[config.mk]
export PLATFORM = sky130hd
export DESIGN_NAME = sensor_hub_flat
export DESIGN_NICKNAME = d
export VERILOG_FILES = /design/src/rtl/sensor_hub_if.sv /design/src/rtl/sensor_hub.sv /design/src/flat_wrapper.sv
export SDC_FILE = /design/constraint.sdc
export NUM_CORES = 1
export LEC_CHECK = 0
export CAP_MARGIN = 20
export CORE_ASPECT_RATIO = 1.25
export CORE_MARGIN = 3
export CORE_UTILIZATION = 34
export CTS_CLUSTER_DIAMETER = 30
export CTS_CLUSTER_SIZE = 8
export DETAILED_ROUTE_END_ITERATION = 16
export PLACE_DENSITY = 0.62
export SLEW_MARGIN = 10
export SYNTH_ARGS = -nofsm -noshare
export SYNTH_HDL_FRONTEND = slang
export SYNTH_SLANG_ARGS = --single-unit
[constraint.sdc]
create_clock -name clk -period 6.7 [get_ports clk]
set_input_delay 1.34 -clock clk [delete_from_list [all_inputs] [get_ports clk]]
set_output_delay 1.34 -clock clk [all_outputs]
set_load 0.02 [all_outputs]
[src/rtl/sensor_hub_if.sv]
// Sensor-hub stream bundle: per-channel sample inputs plus the merged result stream.
// Ports: sensor_input/sensor_valid (samples in), out_data/out_ch/out_alarm/out_valid (result out),
//        out_ready (downstream ready). master = hub side, slave = producer/consumer side.
interface sensor_hub_if #(
    parameter int NUM_CH = 4,
    parameter int DATA_W = 8
);
    localparam int CH_W = (NUM_CH > 1) ? $clog2(NUM_CH) : 1;

    logic [NUM_CH*DATA_W-1:0] sensor_input;
    logic [NUM_CH-1:0]        sensor_valid;
    logic [DATA_W-1:0]        out_data;
    logic [CH_W-1:0]          out_ch;
    logic                     out_alarm;
    logic                     out_valid;
    logic                     out_ready;

    modport master (
        input  sensor_input, sensor_valid, out_ready,
        output out_data, out_ch, out_alarm, out_valid
    );

    modport slave (
        output sensor_input, sensor_valid, out_ready,
        input  out_data, out_ch, out_alarm, out_valid
    );
endinterface

[src/rtl/sensor_hub.sv]
// Purpose: per-channel block averaging of 2^AVG_LOG2 samples, round-robin merge onto one stream.
// Latency: final sample accepted at edge E -> out_valid high after edge E+1.
// Backpressure: out_ready low holds the output beat; one pending slot per channel, overwrite sets overflow.
// Ports: clk, reset_n (async active-low), enable, threshold, overflow_clr, overflow, bus (sensor_hub_if.master).
module sensor_hub #(
    parameter int NUM_CH   = 4,
    parameter int DATA_W   = 8,
    parameter int AVG_LOG2 = 2
) (
    input  logic              clk,
    input  logic              reset_n,
    input  logic              enable,
    input  logic [DATA_W-1:0] threshold,
    input  logic              overflow_clr,
    output logic [NUM_CH-1:0] overflow,
    sensor_hub_if.master      bus
);
    localparam int CH_W  = (NUM_CH > 1) ? $clog2(NUM_CH) : 1;
    localparam int ACC_W = DATA_W + AVG_LOG2;
    // Keep a 1-bit counter in pass-through mode; it simply never leaves zero.
    localparam int CNT_W = (AVG_LOG2 > 0) ? AVG_LOG2 : 1;
    localparam logic [CNT_W-1:0] CNT_LAST = CNT_W'((1 << AVG_LOG2) - 1);

    logic [ACC_W-1:0]  r_acc       [NUM_CH];
    logic [CNT_W-1:0]  r_cnt       [NUM_CH];
    logic [DATA_W-1:0] r_pend_data [NUM_CH];
    logic [NUM_CH-1:0] r_pend;
    logic [NUM_CH-1:0] r_ovf;
    logic [CH_W-1:0]   r_last;
    logic [DATA_W-1:0] r_out_data;
    logic [CH_W-1:0]   r_out_ch;
    logic              r_out_alarm;
    logic              r_out_valid;

    logic [DATA_W-1:0] w_sample [NUM_CH];
    logic [ACC_W-1:0]  w_sum    [NUM_CH];
    logic [DATA_W-1:0] w_result [NUM_CH];
    logic [NUM_CH-1:0] w_done;
    logic [NUM_CH-1:0] w_gnt_oh;
    logic              w_load_op;
    logic              w_gnt_vld;
    logic [CH_W-1:0]   w_gnt_idx;
    logic [DATA_W-1:0] w_gnt_data;
    int                w_best;

    // Per-channel datapath. The accumulator is sized so that 2^AVG_LOG2 full-scale
    // samples fit exactly, so the running sum cannot wrap.
    always_comb begin
        for (int i = 0; i < NUM_CH; i++) begin
            w_sample[i] = bus.sensor_input[i*DATA_W +: DATA_W];
            w_sum[i]    = r_acc[i] + ACC_W'(w_sample[i]);
            w_result[i] = w_sum[i][AVG_LOG2 +: DATA_W];
            w_done[i]   = enable && bus.sensor_valid[i] && (r_cnt[i] == CNT_LAST);
        end
    end

    // Round-robin pick: the pending channel with the smallest circular distance
    // past the last grant wins.
    assign w_load_op = !r_out_valid || bus.out_ready;

    always_comb begin
        w_gnt_vld  = 1'b0;
        w_gnt_idx  = '0;
        w_gnt_data = '0;
        w_best     = NUM_CH;
        for (int j = 0; j < NUM_CH; j++) begin
            if (r_pend[j] && (((j - int'(r_last) - 1 + 2*NUM_CH) % NUM_CH) < w_best)) begin
                w_best     = (j - int'(r_last) - 1 + 2*NUM_CH) % NUM_CH;
                w_gnt_vld  = 1'b1;
                w_gnt_idx  = CH_W'(j);
                w_gnt_data = r_pend_data[j];
            end
        end
        for (int j = 0; j < NUM_CH; j++) begin
            w_gnt_oh[j] = w_load_op && w_gnt_vld && (w_gnt_idx == CH_W'(j));
        end
    end

    always_ff @(posedge clk or negedge reset_n) begin
        if (!reset_n) begin
            for (int i = 0; i < NUM_CH; i++) begin
                r_acc[i]       <= '0;
                r_cnt[i]       <= '0;
                r_pend_data[i] <= '0;
            end
            r_pend      <= '0;
            r_ovf       <= '0;
            r_last      <= CH_W'(NUM_CH - 1);
            r_out_data  <= '0;
            r_out_ch    <= '0;
            r_out_alarm <= 1'b0;
            r_out_valid <= 1'b0;
        end else begin
            for (int i = 0; i < NUM_CH; i++) begin
                // Dropping enable discards any partial average.
                if (!enable) begin
                    r_acc[i] <= '0;
                    r_cnt[i] <= '0;
                end else if (bus.sensor_valid[i]) begin
                    if (w_done[i]) begin
                        r_acc[i] <= '0;
                        r_cnt[i] <= '0;
                    end else begin
                        r_acc[i] <= w_sum[i];
                        r_cnt[i] <= r_cnt[i] + CNT_W'(1);
                    end
                end

                // A new result always lands in the slot; it only counts as lost
                // if the previous one is still sitting there un-granted.
                if (w_done[i]) begin
                    r_pend[i]      <= 1'b1;
                    r_pend_data[i] <= w_result[i];
                end else if (w_gnt_oh[i]) begin
                    r_pend[i] <= 1'b0;
                end

                // Set beats clear in the same cycle.
                if (w_done[i] && r_pend[i] && !w_gnt_oh[i]) begin
                    r_ovf[i] <= 1'b1;
                end else if (overflow_clr) begin
                    r_ovf[i] <= 1'b0;
                end
            end

            if (w_load_op && w_gnt_vld) begin
                r_out_data  <= w_gnt_data;
                r_out_ch    <= w_gnt_idx;
                r_out_alarm <= (w_gnt_data >= threshold);
                r_out_valid <= 1'b1;
                r_last      <= w_gnt_idx;
            end else if (bus.out_ready) begin
                r_out_valid <= 1'b0;
            end
        end
    end

    assign bus.out_data  = r_out_data;
    assign bus.out_ch    = r_out_ch;
    assign bus.out_alarm = r_out_alarm;
    assign bus.out_valid = r_out_valid;
    assign overflow      = r_ovf;
endmodule

[src/flat_wrapper.sv]
// flat-port wrapper written by rule: the top's interface ports become plain ports
module sensor_hub_flat 
#(
    parameter int NUM_CH   = 4,
    parameter int DATA_W   = 8,
    parameter int AVG_LOG2 = 2
)
  (clk, reset_n, enable, threshold, overflow_clr, overflow, bus_sensor_input, bus_sensor_valid, bus_out_ready, bus_out_data, bus_out_ch, bus_out_alarm, bus_out_valid);
  sensor_hub_if #(.NUM_CH(NUM_CH), .DATA_W(DATA_W)) bus_i ();
  input  logic clk;
  input  logic reset_n;
  input  logic enable;
  input  logic [DATA_W-1:0] threshold;
  input  logic overflow_clr;
  output logic [NUM_CH-1:0] overflow;
  input wire logic [$bits(bus_i.sensor_input)-1:0] bus_sensor_input;
  input wire logic [$bits(bus_i.sensor_valid)-1:0] bus_sensor_valid;
  input wire logic [$bits(bus_i.out_ready)-1:0] bus_out_ready;
  output wire logic [$bits(bus_i.out_data)-1:0] bus_out_data;
  output wire logic [$bits(bus_i.out_ch)-1:0] bus_out_ch;
  output wire logic [$bits(bus_i.out_alarm)-1:0] bus_out_alarm;
  output wire logic [$bits(bus_i.out_valid)-1:0] bus_out_valid;
  assign bus_i.sensor_input = bus_sensor_input;
  assign bus_i.sensor_valid = bus_sensor_valid;
  assign bus_i.out_ready = bus_out_ready;
  assign bus_out_data = bus_i.out_data;
  assign bus_out_ch = bus_i.out_ch;
  assign bus_out_alarm = bus_i.out_alarm;
  assign bus_out_valid = bus_i.out_valid;
  sensor_hub #(.NUM_CH(NUM_CH), .DATA_W(DATA_W), .AVG_LOG2(AVG_LOG2)) u_core (.clk(clk), .reset_n(reset_n), .enable(enable), .threshold(threshold), .overflow_clr(overflow_clr), .overflow(overflow), .bus(bus_i));
endmodule
==> reports/results.txt, run 1 <==
CTS Sinks: 102
Synth unique cells: 66
Post-detailed-route count of antenna-violating nets: 0
Worst hold slack: 0.479 ns
First-pass iteration count of the detailed router: 4
Post-Syn Instances: 669
Post-synthesis async set-or-reset flop share: 1.00
Port-buffer cells: 64
DRC Markers: 0
Fmax: 0.160 GHz
Endpoint class of the critical path: flop
Cell chosen for the clock root: clkbuf_16
Met3 track utilization from global routing: 0.0245
Fill cells: 1,786
Post-Synthesis Cell Area: 6370 um2
Area of the core: 18,200 um2
All-Layer GR Usage: 0.151
Fraction of synthesized cell area taken by the top area cell type: 0.393
Total overflow reported by the global router: 0
Layout Skew: 0.0105 ns
Final TNS setup: 0 ns
Count of antenna diodes in the layout: 0
Total CTS buffers: 9
Final-report max-slew violation count: 0
Width of the die: 128 um
Maximum buffer depth of the clock tree: 2
Top_reg_cell synth: dfrtp_1
Maximum vdd drop: 0.000172 V
Share of the yosys chip area belonging to registers: 0.401
Floorplan row count: 55
Number of nets in the final layout: 836
Worst rel slew slack: 0.436
Reported leakage power: 0.00350 uW
Via-per-instance ratio: 5.20
Average cell area after synthesis: 9.52 um2
Overall via count from detail_route: 5,001
Maximum level of the CTS H-tree: 3
Type of origin of the critical path: flop
Wire length per cell after detailed routing: 15.4 um
Setup violation total in the final timing report: 0
Top cell type by total area after synthesis: dfrtp_1
Fraction of layout instances using a drive strength above 1: 0.0749
Largest fanout on the critical path: 5
HPWL Detailed: 11.2 mm
Actual transition at the worst max-transition pin: 0.846 ns
Clock-pin slew on the worst setup and hold paths: 0.07 ns
Violation count after the first detailed-route iteration: 390
Number of hold-repair buffers added at the cts stage: 0
Kind of critical path: reg2reg
Count of state elements after synthesis: 102
Worst hold path type: reg2reg
Total power: 2360 uW
Power Density: 309 nW/um2
Layer with the highest usage: met2
Most common library cells after synthesis: 100 x dfrtp_1, 65 x nor2_1, 60 x nand2_1, 54 x ha_1, 46 x o21ai_0
Routability cong.: 0.879
Number of enable-type register cells in the synthesized netlist: 0
Post-Synthesis Net Count: 776
Leading cell type by number of instances after synthesis: dfrtp_1
Period utilisation layout: 0.930
Pin count of the biggest net entering global routing: 69
Met2 global-route usage: 0.246
Routed wire length: 14.8 mm
Max_cap viols: 0
Result of the run: complete, no violations
Setup repair after global routing missed its margin: false
Latest clock arrival within the worst-skew pair: 0.36 ns
Area added between synthesis and finish: 20.1%
GR Util met1: 0.205
Number of top-level design ports: 65
Area of the multi-input gates: 3660 um2
Critical Path RT: 6.91 ns
CTS tree: done
Number of global-route vias before repair: 5,067
Initial Utilization: 0.349
Number of hold-slack violations in the final timing report: 0
Crit path DAT: 6.44 ns
Wire length of the first global-routing pass: 25.3 mm
Minimum clock period after layout: 6.23 ns
Register area: 2550 um2
Total number of yosys warnings: 0
Number of antenna violations at the first check in global routing: 0
Largest cells by area after synthesis: dfrtp_1 39%, ha_1 11%, nor2_1 3.8%, o21ai_0 3.6%, a21oi_1 3.5%
Die Height: 159 um
Area of the die: 20,400 um2
[through the flow]
step | instances | area (um2) | util | worst slack [ns]
after floorplan | 669 | 6370 | - | 0.470
after global placement | 944 | 7250 | 0.398 | 0.371
after detailed placement | 944 | 7250 | 0.398 | 0.315
after CTS | 960 | 7600 | 0.417 | 0.286
after global routing | 962 | 7650 | 0.420 | 0.0380
final | 962 | 7650 | 0.420 | 0.469
[cell usage in the layout (no fill, tap or decap), types with 5 or more instances in the layout]
cell | Yosys | routed
mux2_2 | 9 | 9
o41ai_1 | 7 | 7
nand2_1 | 60 | 59
or3_1 | 8 | 8
o211ai_1 | 5 | 5
mux2i_1 | 7 | 7
a22o_1 | 7 | 7
a21o_1 | 8 | 8
a221o_1 | 9 | 9
clkbuf_16 | 0 | 9
a211oi_1 | 8 | 8
clkdlybuf4s50_1 | 0 | 63
a21oi_1 | 45 | 44
nand2b_1 | 16 | 16
buf_4 | 0 | 9
dfrtp_1 | 100 | 100
nand3_1 | 13 | 13
nor3_1 | 10 | 9
nand3b_1 | 13 | 13
xor2_1 | 24 | 24
and3_1 | 8 | 8
inv_1 | 27 | 27
o21ai_0 | 46 | 46
xnor2_1 | 9 | 9
nor2_1 | 65 | 65
ha_1 | 54 | 53
a2bb2oi_1 | 16 | 16
o21a_1 | 11 | 11
[what timing repair did]
| action | 4_1_cts | 5_1_grt |
|---|---|---|
| resized for setup | 0 | 7 |
| buffers inserted | 0 | 2 |
| setup endpoints to repair | 0 | 1 |
[routing by layer]
metal | up-vias | share of wire
li1 | 2557 | -
met1 | 2356 | 0.48
met2 | 75 | 0.48
met3 | 13 | 0.031
met4 | 0 | 0.016
met5 | - | 0
[power by group]
part	switching [uW]	internal (uW)
Combinational	526	418
Clock	247	370
Sequential	83.4	721
Total	856	1510
[flip-flops by register name, summed over array words and instances, names as in the netlist]
| register | flops |
|---|---|
| u_core.bus.out_data | 8 |
| u_core.bus.out_alarm | 1 |
| u_core.r_pend_data | 32 |
| u_core.bus.out_valid | 1 |
| u_core.r_pend | 4 |
| u_core.r_last | 2 |
| u_core.overflow | 4 |
| u_core.r_cnt | 8 |
| u_core.r_acc | 40 |
| u_core.bus.out_ch | 2 |
[layout make-up]
type | instances | area share
multi-input cells | 517 | 0.479
flip-flops and latches | 102 | 0.334
repair buffers | 72 | 0.0912
well taps | 228 | 0.0373
clock buffers | 9 | 0.0294
clock inverters | 7 | 0.0163
inverters | 27 | 0.0132
[cell families (layout without fill, tap and decap cells)]
family,count (synthesis),count (layout),synth area share
buf+inv,50,115,0.0299
simple gates,209,209,0.157
fa+ha+maj,58,58,0.119
other cells,1,1,0.000589
flops,102,102,0.401
xor+xnor,33,33,0.0454
mux,17,17,0.0293
compound gates,199,199,0.218
[critical path, cell delays in order (launching register included)]
cell and delay (ns):
dfstp_2 0.55, inv_1 0.07, ha_1 0.19, and3b_1 0.28, ha_4 0.31, or3b_4 0.39, a211o_1 0.30, nand3_1 0.10
o21ai_0 0.11, a22oi_1 0.16, ha_1 0.26, o21a_1 0.20, o41a_1 0.34, a21boi_2 0.17, a221o_1 0.12, o21ai_0 0.08
ha_1 0.31, nor3_2 0.07, o41a_1 0.46, a311oi_1 0.41, a221oi_2 0.08, ha_1 0.28, nand2b_1 0.13, a21o_1 0.17
a21o_1 0.18, a21oi_1 0.15, o21a_1 0.14, o41ai_1 0.07
[final timing paths]
check / from / endpoint / slack [ns] / depth (start not counted)
setup / recovery: u_core.r_last[1]$_DFFE_PN1P_ / u_core.bus.out_alarm$_DFFE_PN0P_ / 0.47 / 27
hold / removal: u_core.r_pend_data[15]$_DFFE_PN0P_ / u_core.r_pend_data[15]$_DFFE_PN0P_ / 0.48 / 2
setup reg to reg: u_core.r_last[1]$_DFFE_PN1P_ / u_core.bus.out_alarm$_DFFE_PN0P_ / 0.47 / 27
hold reg to reg: u_core.r_pend_data[15]$_DFFE_PN0P_ / u_core.r_pend_data[15]$_DFFE_PN0P_ / 0.48 / 2
max in group asynchronous: reset_n / u_core.bus.out_data[5]$_DFFE_PN0P_ / 4.56 / 2
min in group asynchronous: reset_n / u_core.r_acc[15]$_DFFE_PN0P_ / 0.92 / 1
(Power assumes the default switching activity.)
==> run 2: changes to the inputs <==
--- a/config.mk
+++ b/config.mk
@@ -7,7 +7,6 @@
 export LEC_CHECK = 0
 export CAP_MARGIN = 20
 export CORE_ASPECT_RATIO = 1.25
-export CORE_MARGIN = 3
 export CORE_UTILIZATION = 34
 export CTS_CLUSTER_DIAMETER = 30
 export CTS_CLUSTER_SIZE = 8
==> run 2 against run 1 <==
Against the previous run:
- total power shrank 1.4%
- sequential power is essentially flat
- highest routed layer unchanged
- combinational power grew 2.5%
- flip-flop and latch count is the same
- wire length grew 1.2%
- setup slack lost 0.13 ns
- worst hold slack lost 0.0051 ns
- critical endpoint unchanged
- via count grew 1.2%
- largest power group unchanged
- final cell count grew 0.21%
- first-iteration DRC count shrank 51%
==> reports/results.txt, run 2 (synthesis results as in run 1) <==
Number of buffer and inverter stages on the critical path: 2
Die Height: 155 um
Reported leakage power: 0.00350 uW
Worst hold path type: reg2reg
Number of hold-slack violations in the final timing report: 0
Met2 global-route usage: 0.264
Largest registers: u_core.r_acc (40), u_core.r_pend_data (32)
All-Layer GR Usage: 0.161
Number of antenna violations at the first check in global routing: 0
Maximum vdd drop: 0.000151 V
Routed wire length: 15.0 mm
Number of hold-repair buffers added at the cts stage: 0
Count of placed standard cells in the final layout, fillers left out: 964
Wire length of the first global-routing pass: 25.1 mm
Minimum clock period after layout: 6.36 ns
Kind of critical path: reg2reg
Type of origin of the critical path: flop
Worst rel slew slack: 0.463
Setup WS pre-CTS: 0.227 ns
Wire length per cell after detailed routing: 15.5 um
Number of global-route vias before repair: 4,917
Maximum buffer depth of the clock tree: 2
End point of the critical path: u_core.bus.out_alarm$_DFFE_PN0P_
Worst setup slack for register-to-register paths: 0.34 ns
Worst-case setup margin in the final layout: 0.340 ns
DRC Markers: 0
Area added between synthesis and finish: 20.1%
Worst path depth: 28
Total power: 2330 uW
Setup violation total in the final timing report: 0
Actual transition at the worst max-transition pin: 0.796 ns
Post-detailed-route count of antenna-violating nets: 0
Top Family by Delay on Critical Path: compound AO/OA/AOI/OAI gates
Power Density: 305 nW/um2
Critical Path RT: 6.91 ns
Number of top-level design ports: 65
Count of antenna diodes in the layout: 0
Source of the critical timing path: u_core.r_last[1]$_DFFE_PN1P_
Floorplan row count: 55
Port-buffer cells: 64
Violation count after the first detailed-route iteration: 193
Number of nets in the final layout: 838
Maximum level of the CTS H-tree: 3
Total CTS buffers: 9
CTS tree: done
Most used cell along the critical path: ha_1
Endpoint of the lowest-slack register-to-register path: u_core.bus.out_alarm$_DFFE_PN0P_
Total overflow reported by the global router: 0
Width of the die: 124 um
Fraction of layout instances using a drive strength above 1: 0.0815
Layer with the highest usage: met2
Latest clock arrival within the worst-skew pair: 0.35 ns
Most frequent cells in the layout: 100 x dfrtp_1, 65 x nor2_1, 63 x clkdlybuf4s50_1, 59 x nand2_1, 53 x ha_1
Cell chosen for the clock root: clkbuf_16
Final TNS setup: 0 ns
Pin count of the biggest net entering global routing: 53
Area of the die: 19,300 um2
Period utilisation layout: 0.949
CTS Sinks: 102
GR Util met1: 0.219
Max_cap viols: 0
Library cell contributing the largest single delay on the critical path: dfstp_2
Endpoint class of the critical path: flop
Crit path DAT: 6.57 ns
Slowest stage delay, CP: 0.56 ns
Clock-pin slew on the worst setup and hold paths: 0.07 ns
Post-layout utilization of the core: 0.420
Layout Skew: 0.00740 ns
Final-report max-slew violation count: 0
Met3 track utilization from global routing: 0.0213
First-pass iteration count of the detailed router: 5
Routability cong.: 0.873
Largest fanout on the critical path: 7
Initial Utilization: 0.349
Area of the core: 18,200 um2
Largest Register: u_core.r_acc
Setup repair after global routing missed its margin: false
Result of the run: complete, no violations
HPWL Detailed: 11.1 mm
Origin of the critical flop-to-flop path: u_core.r_last[1]$_DFFE_PN1P_
Most common cell after layout, fill and taps aside: dfrtp_1
Placed cell count: 943
Via-per-instance ratio: 5.25
Overall via count from detail_route: 5,063
Largest register FFs: 40
Fmax: 0.157 GHz
Register-to-Register Path Depth: 28
run 2: worst min path at each step:
| stage | startpoint | end | slack (ns) | cells past startpoint |
|---|---|---|---|---|
| floorplan | u_core.r_pend_data[10]$_DFFE_PN0P_ | u_core.r_pend_data[10]$_DFFE_PN0P_ | 0.44 | 2 |
| global placement | u_core.r_pend_data[15]$_DFFE_PN0P_ | u_core.r_pend_data[15]$_DFFE_PN0P_ | 0.46 | 2 |
| detailed placement | u_core.r_pend_data[15]$_DFFE_PN0P_ | u_core.r_pend_data[15]$_DFFE_PN0P_ | 0.46 | 2 |
| CTS | u_core.r_pend_data[15]$_DFFE_PN0P_ | u_core.r_pend_data[15]$_DFFE_PN0P_ | 0.48 | 2 |
| global route | u_core.r_pend_data[15]$_DFFE_PN0P_ | u_core.r_pend_data[15]$_DFFE_PN0P_ | 0.51 | 2 |
| finish | u_core.r_pend_data[15]$_DFFE_PN0P_ | u_core.r_pend_data[15]$_DFFE_PN0P_ | 0.47 | 2 |
run 2: timing repair:
| item | 4_1_cts | 5_1_grt |
|---|---|---|
| setup buffers | 0 | 5 |
| resized for setup | 0 | 12 |
| endpoints found under the setup margin | 0 | 1 |
run 2: metrics by stage:
step | hold WS [ns] | instance area [um2]
finish | 0.474 | 7650
global route | 0.505 | 7650
detailed placement | 0.464 | 7240
global placement | 0.458 | 7240
CTS | 0.480 | 7560
floorplan | 0.442 | 6370
run 2: power by group:
part	switching, uW	total, uW	internal (uW)	leakage, uW
Combinational	537	967	430	0.00197
Clock	255	562	307	0.000156
Sequential	81.8	802	720	0.00137
Total	873	2330	1460	0.00350
run 2: cell type report:
class                   instances  area (um2)
repair buffers                 74         713
flip-flops and latches        102        2550
clock buffers                  10         239
clock inverters                 6        76.3
inverters                      27         101
fillers                      1775       10600
multi-input cells             517        3680
well taps                     228         285
run 2: metal layers:
layer | share of wire | routed length, um
met1 | 0.49 | 7290
met2 | 0.47 | 7070
met3 | 0.027 | 403
met4 | 0.013 | 192
met5 | 0 | 0
run 2: worst reg2reg max path, delay by kind of cell, from the launching register on:
| family | cells | cell delay [ns] |
|---|---|---|
| adders and majority gates | 5 | 1.30 |
| buffers and inverters | 2 | 0.26 |
| and+or+nand+nor | 4 | 0.90 |
| DFF | 1 | 0.56 |
| AOI/OAI and AO/OA | 17 | 3.21 |
